$ cat config.mk
export PLATFORM = sky130hd
export DESIGN_NAME = mux1hot_pipe
export DESIGN_NICKNAME = d
export VERILOG_FILES = /design/src/rtl/mux1hot_pkg.sv /design/src/rtl/mux1hot_sel.sv /design/src/rtl/mux1hot_pipe.sv
export SDC_FILE = /design/constraint.sdc
export NUM_CORES = 1
export LEC_CHECK = 0
export BUFFER_PORTS_ARGS = -buffer_cell sky130_fd_sc_hd__buf_4
export CELL_PAD_IN_SITES_DETAIL_PLACEMENT = 0
export CELL_PAD_IN_SITES_GLOBAL_PLACEMENT = 1
export CORE_ASPECT_RATIO = 1.2
export CORE_MARGIN = 10
export CORE_UTILIZATION = 31
export DETAILED_ROUTE_END_ITERATION = 16
export PLACE_DENSITY_LB_ADDON = 0.08
export SYNTH_ARGS = -nofsm -noshare
export SYNTH_HDL_FRONTEND = slang
export SYNTH_SLANG_ARGS = --single-unit
export TNS_END_PERCENT = 5
$ cat constraint.sdc
create_clock -name clk -period 1.9 [get_ports clk]
set_clock_uncertainty 0.1 [all_clocks]
set_input_delay 0.285 -clock clk [delete_from_list [all_inputs] [get_ports clk]]
set_output_delay 0.285 -clock clk [all_outputs]
set_load 0.05 [all_outputs]
$ cat src/rtl/mux1hot_pkg.sv
// Shared definitions for the registered one-hot multiplexer: occupancy
// states, the legal range of the select width and select-vector helpers.
package mux1hot_pkg;

    // Supported number of inputs (and select bits).
    localparam int N_MIN = 2;
    localparam int N_MAX = 32;

    // Occupancy of the two-entry output buffer.
    typedef enum logic [1:0] {
        EMPTY = 2'd0,   // nothing buffered
        ONE   = 2'd1,   // main register valid
        TWO   = 2'd2    // main and skid registers valid
    } state_e;

    // Keep only the lowest set bit of v (all-zero input gives all-zero).
    function automatic logic [N_MAX-1:0] lowest_onehot(input logic [N_MAX-1:0] v);
        return v & (~v + N_MAX'(1));
    endfunction

    // True when exactly one bit of v is set.
    function automatic logic is_onehot(input logic [N_MAX-1:0] v);
        return (v != '0) && ((v & (v - N_MAX'(1))) == '0);
    endfunction

endpackage

$ cat src/rtl/mux1hot_sel.sv
// Combinational N-way AND-OR multiplexer with a one-hot select.
// With MUX1HOT_SEL_CHECK_EN defined an illegal select (zero or several bits)
// yields zero data and sel_ok=0; otherwise the lowest set select bit wins.
module mux1hot_sel
    import mux1hot_pkg::*;
#(
    parameter int WIDTH = 8,
    parameter int N     = 4
) (
    input  logic [N*WIDTH-1:0] in_data,
    input  logic [N-1:0]       in_sel,
`ifdef MUX1HOT_SEL_CHECK_EN
    output logic               sel_ok,
`endif
    output logic [WIDTH-1:0]   out_data
);

    logic [N_MAX-1:0] sel_ext;
    logic [N-1:0]     eff_sel;

`ifdef MUX1HOT_SEL_CHECK_EN
    // Qualify the select: only an exact one-hot vector may pass data.
    always_comb begin
        sel_ext          = '0;
        sel_ext[N-1:0]   = in_sel;
        sel_ok           = is_onehot(sel_ext);
        eff_sel          = sel_ok ? in_sel : '0;
    end
`else
    logic [N_MAX-1:0] low_ext;
    logic             unused_low_hi;

    // Trust the select but reduce it to its lowest set bit so that several
    // set bits can never OR two inputs together.
    always_comb begin
        sel_ext        = '0;
        sel_ext[N-1:0] = in_sel;
        low_ext        = lowest_onehot(sel_ext);
        eff_sel        = low_ext[N-1:0];
    end

    // Bits above N are always zero; fold them so nothing dangles.
    assign unused_low_hi = ^low_ext;
`endif

    // AND-OR mux: a zero select produces zero data, never X.
    always_comb begin
        // NOTE: in always_comb every output gets a default before any
        // conditional update, otherwise a latch is inferred.
        out_data = '0;
        for (int i = 0; i < N; i++) begin
            out_data = out_data | (in_data[i*WIDTH +: WIDTH] & {WIDTH{eff_sel[i]}});
        end
    end

endmodule

$ cat src/rtl/mux1hot_pipe.sv
// Registered one-hot multiplexer with valid/ready on both sides and a
// two-entry (main + skid) buffer so in_ready is a pure register decode.
// Optional feature: define MUX1HOT_SEL_CHECK_EN to flag illegal selects on
// out_err and err_sticky; undefined, both outputs are tied low.
module mux1hot_pipe
    import mux1hot_pkg::*;
#(
    parameter int WIDTH = 8,
    parameter int N     = 4     // legal range N_MIN..N_MAX
) (
    input  logic               clk,
    input  logic               rst_n,
    input  logic [N*WIDTH-1:0] in_data,
    input  logic [N-1:0]       in_sel,
    input  logic               in_valid,
    output logic               in_ready,
    output logic [WIDTH-1:0]   out_data,
    output logic               out_err,
    output logic               out_valid,
    input  logic               out_ready,
    output logic               err_sticky,
    input  logic               err_clr
);

    logic [WIDTH-1:0] res_data;
    logic             res_err;
    logic             in_fire;
    logic             out_fire;

    state_e           state_q,     state_d;
    logic [WIDTH-1:0] main_data_q, main_data_d;
    logic             main_err_q,  main_err_d;
    logic [WIDTH-1:0] skid_data_q, skid_data_d;
    logic             skid_err_q,  skid_err_d;

`ifdef MUX1HOT_SEL_CHECK_EN
    logic sel_ok;

    mux1hot_sel #(.WIDTH(WIDTH), .N(N)) u_sel (
        .in_data  (in_data),
        .in_sel   (in_sel),
        .sel_ok   (sel_ok),
        .out_data (res_data)
    );

    assign res_err = ~sel_ok;
`else
    mux1hot_sel #(.WIDTH(WIDTH), .N(N)) u_sel (
        .in_data  (in_data),
        .in_sel   (in_sel),
        .out_data (res_data)
    );

    assign res_err = 1'b0;
`endif

    // Flow control is decoded purely from the occupancy register.
    assign in_ready  = (state_q != TWO);
    assign out_valid = (state_q != EMPTY);
    assign out_data  = main_data_q;
    assign out_err   = main_err_q;

    assign in_fire   = in_valid  && in_ready;
    assign out_fire  = out_valid && out_ready;

    // Next occupancy and buffer contents from the two handshakes.
    always_comb begin
        state_d     = state_q;
        main_data_d = main_data_q;
        main_err_d  = main_err_q;
        skid_data_d = skid_data_q;
        skid_err_d  = skid_err_q;
        case (state_q)
            EMPTY: begin
                if (in_fire) begin
                    main_data_d = res_data;
                    main_err_d  = res_err;
                    state_d     = ONE;
                end
            end
            ONE: begin
                case ({in_fire, out_fire})
                    2'b11: begin
                        main_data_d = res_data;
                        main_err_d  = res_err;
                    end
                    2'b10: begin
                        skid_data_d = res_data;
                        skid_err_d  = res_err;
                        state_d     = TWO;
                    end
                    2'b01:   state_d = EMPTY;
                    default: ;
                endcase
            end
            TWO: begin
                if (out_fire) begin
                    main_data_d = skid_data_q;
                    main_err_d  = skid_err_q;
                    state_d     = ONE;
                end
            end
            default: state_d = EMPTY;
        endcase
    end

    // Occupancy and buffer registers.
    always_ff @(posedge clk or negedge rst_n) begin
        // NOTE: the data registers are reset too, because out_data must read
        // zero straight out of reset rather than whatever was left inside.
        if (!rst_n) begin
            state_q     <= EMPTY;
            main_data_q <= '0;
            main_err_q  <= 1'b0;
            skid_data_q <= '0;
            skid_err_q  <= 1'b0;
        end else begin
            // NOTE: sequential state uses non-blocking assignments so every
            // flop samples the pre-edge values regardless of statement order.
            state_q     <= state_d;
            main_data_q <= main_data_d;
            main_err_q  <= main_err_d;
            skid_data_q <= skid_data_d;
            skid_err_q  <= skid_err_d;
        end
    end

`ifdef MUX1HOT_SEL_CHECK_EN
    logic err_sticky_q, err_sticky_d;

    // Sticky error: an accepted illegal beat sets it and beats a same-cycle clear.
    always_comb begin
        err_sticky_d = err_sticky_q;
        if (err_clr) begin
            err_sticky_d = 1'b0;
        end
        if (in_fire && res_err) begin
            err_sticky_d = 1'b1;
        end
    end

    // Sticky error register.
    always_ff @(posedge clk or negedge rst_n) begin
        if (!rst_n) begin
            err_sticky_q <= 1'b0;
        end else begin
            err_sticky_q <= err_sticky_d;
        end
    end

    assign err_sticky = err_sticky_q;
`else
    logic unused_err_clr;

    assign err_sticky     = 1'b0;
    assign unused_err_clr = err_clr;
`endif

endmodule
======== Word-level counts from Yosys, hierarchy flattened ========
Cells that the tools add are included.
operators by class
  add/subtract/negate cells ............... 1
  equal/unequal tests ..................... 10
  mux-type cells .......................... 12
  bitwise gates (word level) .............. 9
  reduce and logical (&&, ||, !) cells .... 8
operator list
  cell                   count
  $and A8 B8 Y8          4
  $mux W8                3
  $or A8 B8 Y8           3
  $pmux W8 S3            1
  $eq A2 B2 Y1 const B   3
  $ne A2 B2 Y1 const B   3
  $pmux W2 S3            1
  $add A4 B1 Y4 const B  1
  $and A4 B4 Y4          1
  $eq A2 B1 Y1 const B   2
  $mux W2                2
  $not A4 Y4             1
  $pmux W2 S2            1
  $reduce_and A4 Y1      1
  $mux W1                3
  $ne A3 B2 Y1 const B   1
  $pmux W1 S3            1
  $reduce_and A3 Y1      1
  $reduce_bool A3 Y1     1
  $logic_and A1 B1 Y1    2
  $logic_not A2 Y1       1
  $ne A2 B1 Y1 const B   1
  $reduce_and A2 Y1      1
  $reduce_bool A2 Y1     1
storage, ports and cells
  flip-flop bits (word level) ............. 19
  bits of input ports ..................... 41
  output and inout bits ................... 12
  logic and storage cells ................. 44

======== Depth between registers and ports, before layout ========
  depth in word-level cells ............... 9
  mapped depth ............................ 9

======== Cells and area by module ========
A second synthesis with hierarchy kept.
unflattened totals
  cells, all modules ...................... 100
  area, all modules ....................... 1144.8 µm²
modules (own cells, without submodules)
  module        times used  cells an instance  area an instance (µm²)
  mux1hot_pipe  1           65                 908.4
  mux1hot_sel   1           35                 236.5

======== Worst setup path after synthesis ========
Ideal clock, no wire load.
  path type ............................... register to register
  from .................................... reg state_q[1]
  to ...................................... reg state_q[1]
  arrival ................................. 2246 ps
  slack ................................... -538 ps
  cell stages (with the launch flop) ...... 8
  path buffers ............................ 1
  clock period less this slack ............ 2438 ps
  path through ............................ dfrtp_1 > clkbuf_1 > nand2b_1 > nand2_1 > inv_1 > ha_1 > or4b_2 > o21ai_0
between the ends
  word-level cells in the longest chain between the ends .. 5
RTL lines
  item                                              RTL line             source
  from (decl)                                       mux1hot_pipe.sv:30   state_e state_q, state_d;
  from (signal assigned)                            mux1hot_pipe.sv:120  state_q <= state_d;
  $ne A2 B2 Y1 (*)                                  mux1hot_pipe.sv:58   assign in_ready = (state_q != TWO);
  net in_ready                                      mux1hot_pipe.sv:16   output logic in_ready,
  $logic_and A1 B1 Y1 (*)                           mux1hot_pipe.sv:63   assign in_fire = in_valid && in_ready;
  $eq A2 B1 Y1 or $eq A2 B2 Y1 (tied branches)      mux1hot_pipe.sv:82   case ({in_fire, out_fire})
  $pmux W2 S2 or $ne A3 B2 Y1 (tied branches)       n/a
  $pmux W2 S3 or $reduce_and A3 Y1 (tied branches)  n/a
Mark *: on every way through the listed nets, which the timed path passes. The rest lies on a longest branch. The select of a mux whose other input is x is not followed.
A chain may end at the register's enable or synchronous reset.

======== Worst setup path in the final report ========
  from .................................... reg state_q[1]
  to ...................................... reg state_q[1]
between the ends
  word-level cells in the longest chain between the ends .. 5
RTL lines
  item                                                RTL line
  $ne A2 B2 Y1 or $reduce_bool A2 Y1 (tied branches)  mux1hot_pipe.sv:58, mux1hot_pipe.sv:59
  $logic_and A1 B1 Y1 (on tied branches)              mux1hot_pipe.sv:63, mux1hot_pipe.sv:64
  $eq A2 B1 Y1 or $eq A2 B2 Y1 (tied branches)        mux1hot_pipe.sv:82
  $pmux W2 S2 or $ne A3 B2 Y1 (tied branches)         n/a
  $pmux W2 S3 or $reduce_and A3 Y1 (tied branches)    n/a
Parallel ways exist; a longest one is shown, timed or not. The select of a mux whose other input is x is not followed.

==> flow_summary.yaml <==
outcome:
  outcome: "complete, no violations"
layout:
  drive_gt1_share_pct: 39.4
  syn2layout_area_growth_pct: 42.7
  fill_cells: 398
  final_common_cell: "buf_4"
  antennaDiodeCount: 0
  nNetsFinal: 225
  design_area_mm2: 0.00176
  final_cell_mix: "buf_4 (58), a21oi_1 (20), dfrtp_1 (18)"
floorplan:
  fp.dieW_um: 77.6
  core-area_mm2: 0.00388
  dieArea_mm2: 0.00692
  die_h_um: 89.1
  fp-row-count: 25
  initial_utilization_pct: 31.8
  pin_count: 53
global_routing:
  grt_pass1_vias: 1272
  globalRouteOverflowTotal: 0
  gr-max-usage-layer: "met2"
  met3_usage_pct: 3.92
  global_route.usage.met1_pct: 11.6
  grt_pass1_wl_um: 5830
  grt_max_degree: 20
  antenna_found_initial: 0
  grtUsageTotal_pct: 10.4
  use_met2_pct: 17.2
setup_path:
  r2r_start: "state_q[1]"
  crit_type: "reg -> reg"
  endpoint_kind: "register"
  critical_path.startpoint_type: "register"
  reg2reg_slack_ns: 0.16
  r2r_end: "state_q[1]"
  cp.required_ns: 1.98
  cp.arrival_ns: 1.81
  critical_path.max_fanout: 3
  r2r_cells: 5
synth:
  seq_area_frac_synth_pct: 36.5
  netlist_instances: 129
  synth_cell_types: 27
  yosysWarnings: 0
  ys_ff_latch: 18
  synth.cell_area_mm2: 0.00123
  avgSynthCellArea_um2: 9.57
drt:
  drc: 0
  first_pass_iters: 4
  wl_per_cell_um: 14.7
  via_per_inst: 4.82
  vias: 1128
  drt_iter0_drc: 105
  drt-total-wl_um: 3440
  detail-route-antenna-nets: 0
placed_design:
  port_buffers: 49
  place_area_mm2: 0.00170
  globalplace.congestion: 0.755
  hpwl_um: 2880
sta:
  fmax_mhz: 576
  hold_slack_ns: 0.143
  fin_crit_sh_pct: 91.3
  setup_viol: 0
  min_period_ns: 1.74
  hold_viol: 0
  rsz0062_at_grt: "no"
  drv_slew: 0
power_and_ir_drop:
  power_leakage_nw: 0.871
  powerDensity_mw_per_mm2: 1330
  ir_worst_vdd_uv: 324
clocking:
  cts.root.buffer_cell: "clkbuf_8"
  clock_path_buffers: 2
  cts_resized: 0
  cts_sinks: 18
  cts-buffers-inserted: 3
  cts_tree: "yes"
  h-tree-depth: 1
  clk_latency_ns: 0.25
  clkTransAtPathRegs_ns: 0.06
hold_path:
  hold_path_class: "in -> reg"
  min_path_cells: 2
  hold_start: "out_ready"
  whs_endpoint: "state_q[1]"
flow_run:
  max_cap_viol_count: 0
==> cells by family after synthesis <==
logic type / count (synthesis) / synth area share (%)
muxes: 12 / 10.7
adders and majority gates: 3 / 3.04
buffers and inverters: 23 / 10.6
DFF: 18 / 36.5
AOI/OAI and AO/OA: 44 / 22.9
and+or+nand+nor: 28 / 15.9
other: 1 / 0.304
==> per-stage QoR <==
step                      setup WS, ns  power, mW  std cells  TNS, ns  utilization (%)
after global routing            0.0713       2.52        234        0             45.4
after global placement           0.177       2.04        229        0             43.7
after CTS                        0.151       2.39        234        0             45.4
after detailed placement         0.163       2.07        229        0             43.7
after floorplan                -0.0515       1.66        130   -0.150                -
final                            0.165       2.35        234        0             45.4
==> per-layer routing <==
metal  share of wire [%]  routed length (µm)
met1                  43                1480
met2                  47                1630
met3                 8.6                 296
met4                 1.2                  40
met5                   0                   0
==> synthesized netlist by cell type, drive strengths merged <==
| master | number | area share (%) |
|---|---|---|
| a21oi | 20 | 8.1 |
| dfrtp | 18 | 36 |
| mux2i | 12 | 11 |
| buf | 11 | 7.0 |
| inv | 10 | 3.0 |
| nand3b | 10 | 6.1 |
| a211oi | 6 | 3.6 |
| a22o | 6 | 4.3 |
| a22oi | 6 | 3.6 |
| nor2 | 6 | 1.8 |
| nand2 | 4 | 1.2 |
| o21ai | 4 | 1.6 |
| ha | 3 | 3.0 |
| a32o | 2 | 1.6 |
| clkbuf | 2 | 0.61 |
| nand4bb | 2 | 1.8 |
| or2 | 2 | 1.0 |
| and3b | 1 | 0.71 |
| conb | 1 | 0.30 |
| nand2b | 1 | 0.51 |
| nor4b | 1 | 1.9 |
| or4b | 1 | 0.81 |
==> cell type report <==
cell class	instances	area, µm²	share of cell area [%]
multi-input cells	89	703	39.9
repair buffers	59	445	25.3
clock buffers	4	55.1	3.12
flip-flops and latches	18	450	25.6
inverters	10	40.0	2.27
well taps	54	67.6	3.84
==> flip-flops by register name, summed over array words and instances (netlist names) <==
name	cells
out_data	8
state_q	2
skid_data_q	8
==> timing repair <==
action,in CTS,in global routing
hold endpoints to repair,18,0
hold buffers,1,0
endpoints found under the setup margin,0,0
buffers inserted,0,0
==> how the worst max path moves through the flow <==
stage,startpoint,to,slack (ns),cells past startpoint
3_3_place_gp,state_q[1],state_q[1],0.18,5
6_report,state_q[1],state_q[1],0.16,5
4_1_cts,state_q[0],state_q[1],0.15,6
3_5_place_dp,state_q[1],state_q[1],0.16,5
2_1_floorplan,state_q[1],out_data[1],-0.05,9
5_1_grt,state_q[0],state_q[1],0.07,6
==> critical path, stage by stage, from the launching register on <==
cell     delay [ns]
dfrtp_1        0.41
or2_4          0.26
nand2_4        0.09
ha_4           0.20
or4b_4         0.52
o21ai_1        0.08
==> report_power, final <==
| part | internal [mW] | switching (mW) | leakage, nW | total [mW] |
|---|---|---|---|---|
| clock network | 0.184 | 0.123 | 0.0288 | 0.307 |
| registers | 0.571 | 0.101 | 0.206 | 0.672 |
| logic | 0.565 | 0.805 | 0.637 | 1.37 |
| total | 1.32 | 1.03 | 0.871 | 2.35 |
Power figures use the tool's default switching activity.
